**config.mk**
```make
export PLATFORM = sky130hd
export DESIGN_NAME = m68k_bus_master
export DESIGN_NICKNAME = d
export VERILOG_FILES = /design/src/rtl/m68k_bus_master.sv
export SDC_FILE = /design/constraint.sdc
export NUM_CORES = 1
export LEC_CHECK = 0
export CAP_MARGIN = 20
export CORE_UTILIZATION = 45
export CTS_CLUSTER_SIZE = 24
export DETAILED_ROUTE_END_ITERATION = 10
export PLACE_DENSITY = 0.81
export RECOVER_POWER = 25
export SLEW_MARGIN = 10
export SYNTH_ARGS = -nofsm -noshare
export SYNTH_HDL_FRONTEND = slang
export SYNTH_SLANG_ARGS = --single-unit
```
**constraint.sdc**
```tcl
create_clock -name clk -period 3.4 [get_ports clk]
set_clock_uncertainty 0.1 [all_clocks]
set_input_delay 0.51 -clock clk [delete_from_list [all_inputs] [get_ports clk]]
set_output_delay 0.51 -clock clk [all_outputs]
set_load 0.01 [all_outputs]
```
**src/rtl/m68k_bus_master.sv**
```systemverilog
// m68k_bus_master: turns a request/acknowledge host port into 68000-style
// asynchronous bus cycles (AS/UDS/LDS/R_W, DTACK) paced by the 7 MHz enable.
// Includes a DTACK timeout, abort on chipset reset and debounced IPL decoding.
module m68k_bus_master #(
    parameter int TIMEOUT = 255
) (
    input  logic        clk,
    input  logic        rst,
    input  logic        clk7_en,
    input  logic        req,
    input  logic        we,
    input  logic [22:0] addr,
    input  logic [15:0] wdata,
    input  logic [1:0]  be,
    output logic        busy,
    output logic        ack,
    output logic        err,
    output logic [15:0] rdata,
    output logic [22:0] cpu_address,
    output logic [15:0] cpudata_in,
    input  logic [15:0] cpu_data,
    output logic        ami_cpu_as,
    output logic        ami_cpu_uds,
    output logic        ami_cpu_lds,
    output logic        cpu_r_w,
    input  logic        ami_cpu_dtack,
    input  logic        ami_cpu_reset,
    input  logic [2:0]  ami_cpu_ipl,
    output logic [2:0]  ipl_level
);

    localparam int CNT_W = (TIMEOUT > 2) ? $clog2(TIMEOUT) : 1;
    localparam logic [CNT_W-1:0] CNT_LAST = CNT_W'((TIMEOUT > 0) ? TIMEOUT - 1 : 0);
    localparam bit TO_EN = (TIMEOUT != 0);

    typedef enum logic [2:0] {
        S_IDLE,
        S_ADDR,
        S_STROBE,
        S_WAIT,
        S_END
    } state_t;

    state_t            state, state_next;

    logic              dtack_p0, dtack_p1;
    logic [2:0]        ipl_p0, ipl_p1, ipl_prev;

    logic [CNT_W-1:0]  cnt, cnt_next;
    logic              we_lat, we_lat_next;
    logic [1:0]        be_lat, be_lat_next;
    logic              busy_next, ack_next, err_next;
    logic [15:0]       rdata_next;
    logic [22:0]       cpu_address_next;
    logic [15:0]       cpudata_in_next;
    logic              as_next, uds_next, lds_next, r_w_next;

    // Two-flop synchronisers for the asynchronous DTACK and IPL inputs
    always_ff @(posedge clk or posedge rst) begin
        if (rst) begin
            dtack_p0 <= 1'b1;
            dtack_p1 <= 1'b1;
            ipl_p0   <= 3'b111;
            ipl_p1   <= 3'b111;
        end else begin
            dtack_p0 <= ami_cpu_dtack;
            dtack_p1 <= dtack_p0;
            ipl_p0   <= ami_cpu_ipl;
            ipl_p1   <= ipl_p0;
        end
    end

    // IPL debounce: level updates only when two consecutive ticks agree
    always_ff @(posedge clk or posedge rst) begin
        if (rst) begin
            ipl_prev  <= 3'b111;
            ipl_level <= 3'd0;
        end else if (clk7_en) begin
            ipl_prev <= ipl_p1;
            if (ipl_p1 == ipl_prev) begin
                ipl_level <= ~ipl_p1;
            end
        end
    end

    // Bus state and all registered bus/host outputs
    always_ff @(posedge clk or posedge rst) begin
        if (rst) begin
            state       <= S_IDLE;
            cnt         <= '0;
            we_lat      <= 1'b0;
            be_lat      <= 2'b11;
            busy        <= 1'b0;
            ack         <= 1'b0;
            err         <= 1'b0;
            rdata       <= 16'h0000;
            cpu_address <= 23'd0;
            cpudata_in  <= 16'h0000;
            ami_cpu_as  <= 1'b1;
            ami_cpu_uds <= 1'b1;
            ami_cpu_lds <= 1'b1;
            cpu_r_w     <= 1'b1;
        end else begin
            state       <= state_next;
            cnt         <= cnt_next;
            we_lat      <= we_lat_next;
            be_lat      <= be_lat_next;
            busy        <= busy_next;
            ack         <= ack_next;
            err         <= err_next;
            rdata       <= rdata_next;
            cpu_address <= cpu_address_next;
            cpudata_in  <= cpudata_in_next;
            ami_cpu_as  <= as_next;
            ami_cpu_uds <= uds_next;
            ami_cpu_lds <= lds_next;
            cpu_r_w     <= r_w_next;
        end
    end

    // Next-state and output decode; chipset-reset abort overrides everything
    always_comb begin
        state_next       = state;
        cnt_next         = cnt;
        we_lat_next      = we_lat;
        be_lat_next      = be_lat;
        busy_next        = busy;
        ack_next         = 1'b0;
        err_next         = err;
        rdata_next       = rdata;
        cpu_address_next = cpu_address;
        cpudata_in_next  = cpudata_in;
        as_next          = ami_cpu_as;
        uds_next         = ami_cpu_uds;
        lds_next         = ami_cpu_lds;
        r_w_next         = cpu_r_w;

        case (state)
            S_IDLE: begin
                if (clk7_en && req && ami_cpu_reset) begin
                    we_lat_next      = we;
                    be_lat_next      = (be == 2'b00) ? 2'b11 : be;
                    cpu_address_next = addr;
                    cpudata_in_next  = wdata;
                    r_w_next         = ~we;
                    busy_next        = 1'b1;
                    state_next       = S_ADDR;
                end
            end
            S_ADDR: begin
                if (clk7_en) begin
                    as_next = 1'b0;
                    if (!we_lat) begin
                        uds_next = ~be_lat[1];
                        lds_next = ~be_lat[0];
                    end
                    state_next = S_STROBE;
                end
            end
            S_STROBE: begin
                if (clk7_en) begin
                    if (we_lat) begin
                        uds_next = ~be_lat[1];
                        lds_next = ~be_lat[0];
                    end
                    cnt_next   = '0;
                    state_next = S_WAIT;
                end
            end
            S_WAIT: begin
                if (clk7_en) begin
                    if (!dtack_p1) begin
                        if (!we_lat) begin
                            rdata_next = cpu_data;
                        end
                        ack_next   = 1'b1;
                        err_next   = 1'b0;
                        as_next    = 1'b1;
                        uds_next   = 1'b1;
                        lds_next   = 1'b1;
                        state_next = S_END;
                    end else if (TO_EN && (cnt == CNT_LAST)) begin
                        rdata_next = 16'hFFFF;
                        ack_next   = 1'b1;
                        err_next   = 1'b1;
                        as_next    = 1'b1;
                        uds_next   = 1'b1;
                        lds_next   = 1'b1;
                        state_next = S_END;
                    end else begin
                        cnt_next = cnt + CNT_W'(1);
                    end
                end
            end
            S_END: begin
                if (clk7_en) begin
                    r_w_next   = 1'b1;
                    busy_next  = 1'b0;
                    state_next = S_IDLE;
                end
            end
            default: begin
                state_next = S_IDLE;
            end
        endcase

        if ((state != S_IDLE) && !ami_cpu_reset) begin
            as_next    = 1'b1;
            uds_next   = 1'b1;
            lds_next   = 1'b1;
            r_w_next   = 1'b1;
            ack_next   = 1'b1;
            err_next   = 1'b1;
            rdata_next = 16'hFFFF;
            busy_next  = 1'b0;
            state_next = S_IDLE;
        end
    end

endmodule

```
==> results.py, run 1 <==
metrics = {
    "synthesis": {
        "async_flop_share_pct": 100,
        "syn_inst": 272,
        "synth.distinct_cells": 48,
        "synth_area_um2": 3650,
        "synth_top_area_share_pct": 50.0,
        "yosysSeqAreaShare_pct": 62.3,
        "syn_nets": 341,
        "avgSynthCellArea_um2": 13.4,
        "synthFlopType": "dfrtp_1",
        "ys_warn_count": 0,
        "synth_area_leaders": "dfrtp_1 50%, dfstp_2 12%, mux2_1 7.1%",
        "synth_top_area_cell": "dfrtp_1",
        "synth_edf_count": 0,
        "ys_ff_latch": 90,
    },
    "pwr": {
        "p_per_area_nw_per_um2": 548,
        "ir_drop_mv": 0.345,
        "power_w": 0.00287,
        "leakagePower_nw": 2.09,
    },
    "placement": {
        "hpwl_mm": 5.81,
        "gp_congestion": 0.855,
        "io_buffer_count": 131,
        "placed_area_um2": 5040,
    },
    "critical_path": {
        "startpoint": "rst",
        "crit_path_cell_trace": "dlygate4sd3_1 > clkinvlp_2 > buf_4",
        "cp_max_fo": 47,
        "crit_arrival_ps": 2750,
        "crit_path_start_kind": "primary input",
        "critPathKind": "primary input to asynchronous set/reset pin",
        "worst_ep_required_time_ps": 3800,
        "cp_slowest_cell": "clkinvlp_2",
        "endpoint_kind": "asynchronous set/reset pin",
        "regToRegStartpoint": "state[0]",
        "max_stage_delay_ps": 1130,
    },
    "routing": {
        "viasPerCell": 5.24,
        "drtIter0Drc": 162,
        "drcViolationCount": 0,
        "wl_mm": 7.90,
        "wl_per_cell_um": 15.4,
        "route.vias.total": 2688,
        "first_pass_iters": 4,
        "ant_nets": 0,
    },
    "sta": {
        "period_minus_slack_ps": 2350,
        "finalHoldViolCount": 0,
        "tightest_slew_ps": 1950,
        "finalSetupTns_ps": 0,
        "fmax_mhz": 425,
        "drv_slew": 48,
        "hold_slack_ps": 261,
        "setup_viol": 0,
        "max_slew_margin_pct": -30.8,
        "rsz0062_at_grt": "no",
        "fin_crit_sh_pct": 69.2,
    },
    "clocking": {
        "htreeDepth": 3,
        "cts_buffer_depth": 2,
        "clkSlewWorstSetupHoldPaths_ps": 90,
        "numCtsBuffers": 9,
        "root_buffer": "clkbuf_8",
        "cts_tree": "built",
        "cts.sinks": 90,
        "cts_resized": 0,
        "cts_hold_buf": 0,
        "clk_latency_ps": 350,
        "post_cts_buffers": 0,
    },
    "floorplanning": {
        "die_w_um": 92.1,
        "start_util_pct": 47.0,
        "die_h_um": 92.1,
        "die_area_um2": 8480,
        "num_rows": 32,
        "core_area_um2": 7770,
        "io_pins": 132,
    },
    "global_routing": {
        "grt_pass1_vias": 2739,
        "grt_usage_pct": 19.9,
        "grt_max_degree": 48,
        "antenna_found_initial": 0,
        "grt-ovfl-total": 0,
        "grt_first_pass_wirelength_mm": 13.2,
    },
    "outcome": {
        "failed_checks": "capacitance limit, slew limit",
        "status": "finished, violations left",
    },
    "layout": {
        "final_cell_area_um2": 5230,
        "nFillCells": 583,
        "fin_util_pct": 67.4,
        "nets": 475,
        "seq_area_um2": 2270,
        "multi_input_area_um2": 1260,
        "drive_above_1_share_pct": 15.6,
        "area_growth_pct": 43.4,
        "diodes": 0,
    },
    "worst_hold_path": {
        "hold_path.class": "register to register",
        "worst_hold_startpoint": "ipl_p0[0]",
    },
    "flow_run": {
        "maxCapViolations": 1,
    },
}
## flip-flops by register name (all words and copies together), names as in the netlist, 2 cells and up
name,count
be_lat,2
cnt,8
cpu_address,23
cpudata_in,16
ipl_level,3
ipl_p0,3
ipl_p1,3
ipl_prev,3
rdata,16
state,3
## kinds of logic (layout without fill, tap and decap cells)
| group | count (synthesis) | count (layout) | share of synthesized area (%) |
|---|---|---|---|
| buffers and inverters | 24 | 163 | 3.32 |
| adders and majority gates | 2 | 2 | 0.685 |
| and+or+nand+nor | 47 | 47 | 7.13 |
| AOI/OAI and AO/OA | 60 | 60 | 11.7 |
| muxes | 47 | 47 | 14.4 |
| xor gates and xnor gates | 2 | 2 | 0.480 |
| DFF | 90 | 90 | 62.3 |
## layout make-up
class                   instances  area share (%)
inverters                      12           0.885
repair buffers                135            25.6
clock inverters                 6            1.05
clock buffers                  10            2.63
well taps                     102            2.44
multi-input cells             158            24.0
flip-flops and latches         90            43.4
## path summary, 6_finish.rpt
check	to	slack, ps	cells after the start
setup / recovery	cpu_address[4]	1050	3
hold / removal	ipl_p1[0]	260	0
setup reg to reg	cpu_address[4]	1190	4
hold reg to reg	ipl_p1[0]	260	0
max in group clk	cpu_address[4]	1090	5
min in group asynchronous	cpu_address[18]	1020	2
## cells in the final DEF (no fill, tap or decap), drive strengths merged, types with 2 or more instances in the layout
cell type	count
dlygate4sd3	6
nor2	10
inv	15
a21oi	6
a31oi	4
nand4	3
nand2	9
clkbuf	11
and3	2
mux2i	3
o221ai	2
clkinvlp	3
mux2	44
buf	3
dfstp	17
o22a	18
xnor2	2
o21ai	16
ha	2
nor2b	3
nand2b	5
dfrtp	73
nand3	8
clkdlybuf4s50	125
o31ai	4
## metrics by stage
stage / worst slack (ps) / std cells
global placement: 838 / 497
global route: 655 / 513
detailed placement: 805 / 497
finish: 1050 / 513
floorplan: 483 / 272
CTS: 1170 / 513
## worst max-delay path, delay by kind of cell
kind	cells	cell delay [ps]
buf+inv	3	2210
## Yosys cell counts (3+ instances only)
| master | n |
|---|---|
| dfstp_2 | 17 |
| nand2b_1 | 5 |
| nand3_1 | 8 |
| mux2_2 | 21 |
| buf_2 | 3 |
| a31oi_1 | 4 |
| mux2i_1 | 3 |
| nor2b_1 | 3 |
| mux2_1 | 23 |
| buf_4 | 3 |
| a21oi_1 | 6 |
| o22a_1 | 18 |
| nand2_1 | 9 |
| o31ai_1 | 4 |
| o21ai_0 | 14 |
| nor2_1 | 10 |
| dfrtp_1 | 73 |
| inv_1 | 10 |
## routing by layer
layer	GRT usage [%]	vias to the layer above	wire [µm]
li1	-	1249	-
met3	5.97	13	580
met5	0	-	0
met1	24.5	1327	3160
met4	7.03	0	128
met2	33.2	99	4020
## where the power goes
group / leakage [nW] / internal, W / switching [W]
Combinational: 0.983 / 0.000487 / 0.000292
Clock: 0.0934 / 0.000301 / 0.000402
Sequential: 1.02 / 0.00128 / 0.000102
Total: 2.09 / 0.00207 / 0.000796
(Power assumes the default switching activity.)
==> run 2: changes to the inputs <==
CORE_UTILIZATION = 40   (was 45)
PLACE_DENSITY = 0.76   (was 0.81)
clock period = 2 ns   (was 3.4 ns; I/O delays follow)
==> run 2 against run 1 <==
The run now ends clean. Combinational power is 75% higher. Hold slack is essentially flat. Design area rose by 3.3%. Routed wire length is 3.0% higher. Largest cell class unchanged.
==> results.py, run 2 (synthesis results as in run 1) <==
metrics = {
    "outcome": {
        "status": "completed",
    },
    "floorplanning": {
        "die_area_um2": 9510,
        "die_w_um": 97.5,
        "start_util_pct": 41.7,
        "core_area_um2": 8760,
        "num_rows": 34,
        "die_h_um": 97.5,
        "io_pins": 132,
    },
    "clocking": {
        "cts_buffer_depth": 2,
        "clkSlewWorstSetupHoldPaths_ps": 110,
        "cts.sinks": 90,
        "post_cts_buffers": 0,
        "numCtsBuffers": 9,
        "htreeDepth": 3,
        "root_buffer": "clkbuf_8",
        "clk_latency_ps": 350,
        "cts_tree": "built",
    },
    "sta": {
        "drv_slew": 0,
        "finalSetupTns_ps": 0,
        "fmax_mhz": 538,
        "setup_viol": 0,
        "rsz0062_at_grt": "no",
        "tightest_slew_ps": 1320,
        "period_minus_slack_ps": 1860,
        "max_slew_margin_pct": 11.8,
        "fin_crit_sh_pct": 93.0,
        "finalHoldViolCount": 0,
    },
    "pwr": {
        "power_w": 0.00505,
        "p_per_area_nw_per_um2": 934,
        "comb_power_share_pct": 26.9,
        "p_sw_w": 0.00141,
        "power_frac_clock_pct": 26.4,
        "leakagePower_nw": 2.18,
        "switching_share_pct": 27.8,
        "p_int_w": 0.00365,
        "sequentialPowerShare_pct": 46.7,
        "ir_drop_mv": 0.527,
    },
    "layout": {
        "reg.largest.list": "cpu_address: 23 flops, cpudata_in: 16 flops, rdata: 16 flops",
        "area_growth_pct": 48.1,
        "nFillCells": 705,
        "top_register": "cpu_address",
        "diodes": 0,
        "largest_reg_flops": 23,
        "mostFrequentLayoutCells": "127 x clkdlybuf4s50_1, 73 x dfrtp_1, 23 x mux2_1",
        "nets": 489,
        "layout_commonest_cell": "clkdlybuf4s50_1",
        "seq_area_um2": 2270,
        "drive_above_1_share_pct": 18.8,
        "multi_input_area_um2": 1270,
        "final_cells": 533,
        "final_cell_area_um2": 5410,
    },
    "global_routing": {
        "grt_max_degree": 57,
        "grt-ovfl-total": 0,
        "antenna_found_initial": 0,
        "grt_first_pass_wirelength_mm": 13.6,
        "grt_usage_pct": 17.9,
        "grt_pass1_vias": 2879,
    },
    "placement": {
        "placed_area_um2": 5180,
        "io_buffer_count": 131,
        "hpwl_mm": 6.01,
        "gp_congestion": 0.814,
        "placed_cells": 517,
    },
    "critical_path": {
        "crit_path_cell_trace": "clkdlybuf4s50_1",
        "crit_arrival_ps": 1460,
        "max_stage_delay_ps": 550,
        "cp_top_family": "flip-flops",
        "critPathKind": "register to output pin",
        "crit_path_start_kind": "register",
        "endpoint_kind": "output pin",
        "worst-path-buf-inv": 1,
        "cp_slowest_cell": "dfstp_2",
        "worst_ep_required_time_ps": 1600,
        "cp_max_fo": 2,
    },
    "flow_run": {
        "maxCapViolations": 0,
    },
    "routing": {
        "route.vias.total": 2737,
        "first_pass_iters": 4,
        "drtIter0Drc": 109,
        "ant_nets": 0,
        "wl_mm": 8.13,
        "drcViolationCount": 0,
        "wl_per_cell_um": 15.3,
        "viasPerCell": 5.14,
    },
    "worst_hold_path": {
        "hold_path.class": "register to register",
    },
}
[run 2: through the flow]
stage	hold slack [ps]	setup WS, ps	utilization (%)
global route	264	21.2	61.7
global placement	246	-45.1	59.2
detailed placement	247	-131	59.2
finish	261	140	61.7
floorplan	204	181	-
CTS	224	78.7	61.7
[run 2: worst reg2reg max path, cell delays in order, from the launching register on]
cell and delay (ps):
dfrtp_1 400, inv_1 60, ha_1 220, and3_1 200, a21boi_1 190, buf_4 160, a21oi_1 70, a2111oi_2 330
[run 2: path summary, 6_finish.rpt]
check,start,end,slack [ps],cells after the start
hold / removal,ipl_p0[0],ipl_p1[0],260,0
setup / recovery,cpu_r_w,cpu_r_w,140,1
setup reg to reg,cnt[0],state[0],170,7
max in group asynchronous,rst,rdata[8],340,3
hold reg to reg,ipl_p0[0],ipl_p1[0],260,0
min in group asynchronous,rst,cpu_address[5],290,3
[run 2: final cells by class]
class / count / area share [%]
inverter: 12 / 0.902
tap: 108 / 2.50
timing repair buffer: 149 / 26.9
clock buffer: 9 / 2.29
multi-input combinational: 158 / 23.5
clock inverter: 7 / 1.85
sequential: 90 / 42.0
[run 2: timing repair]
| item | CTS | global route |
|---|---|---|
| resized for setup | 0 | 3 |
| endpoints found under the setup margin | 0 | 17 |
| hold buffers | 0 | 0 |
[run 2: power groups by stage]
stage          combinational (W)  clock, W  sequential, W
2_1_floorplan           0.000389         0        0.00252
4_1_cts                  0.00138   0.00137        0.00236
6_report                 0.00136   0.00133        0.00236
3_3_place_gp             0.00135         0        0.00237
3_5_place_dp             0.00138         0        0.00240
5_1_grt                  0.00146   0.00143        0.00241
[run 2: per-layer routing]
metal	wire length (µm)	up-vias	GRT usage, %
met5	0	-	0
met1	3350	1340	22.0
met3	550	17	5.11
met4	184	0	7.24
met2	4040	97	29.5
li1	-	1283	-
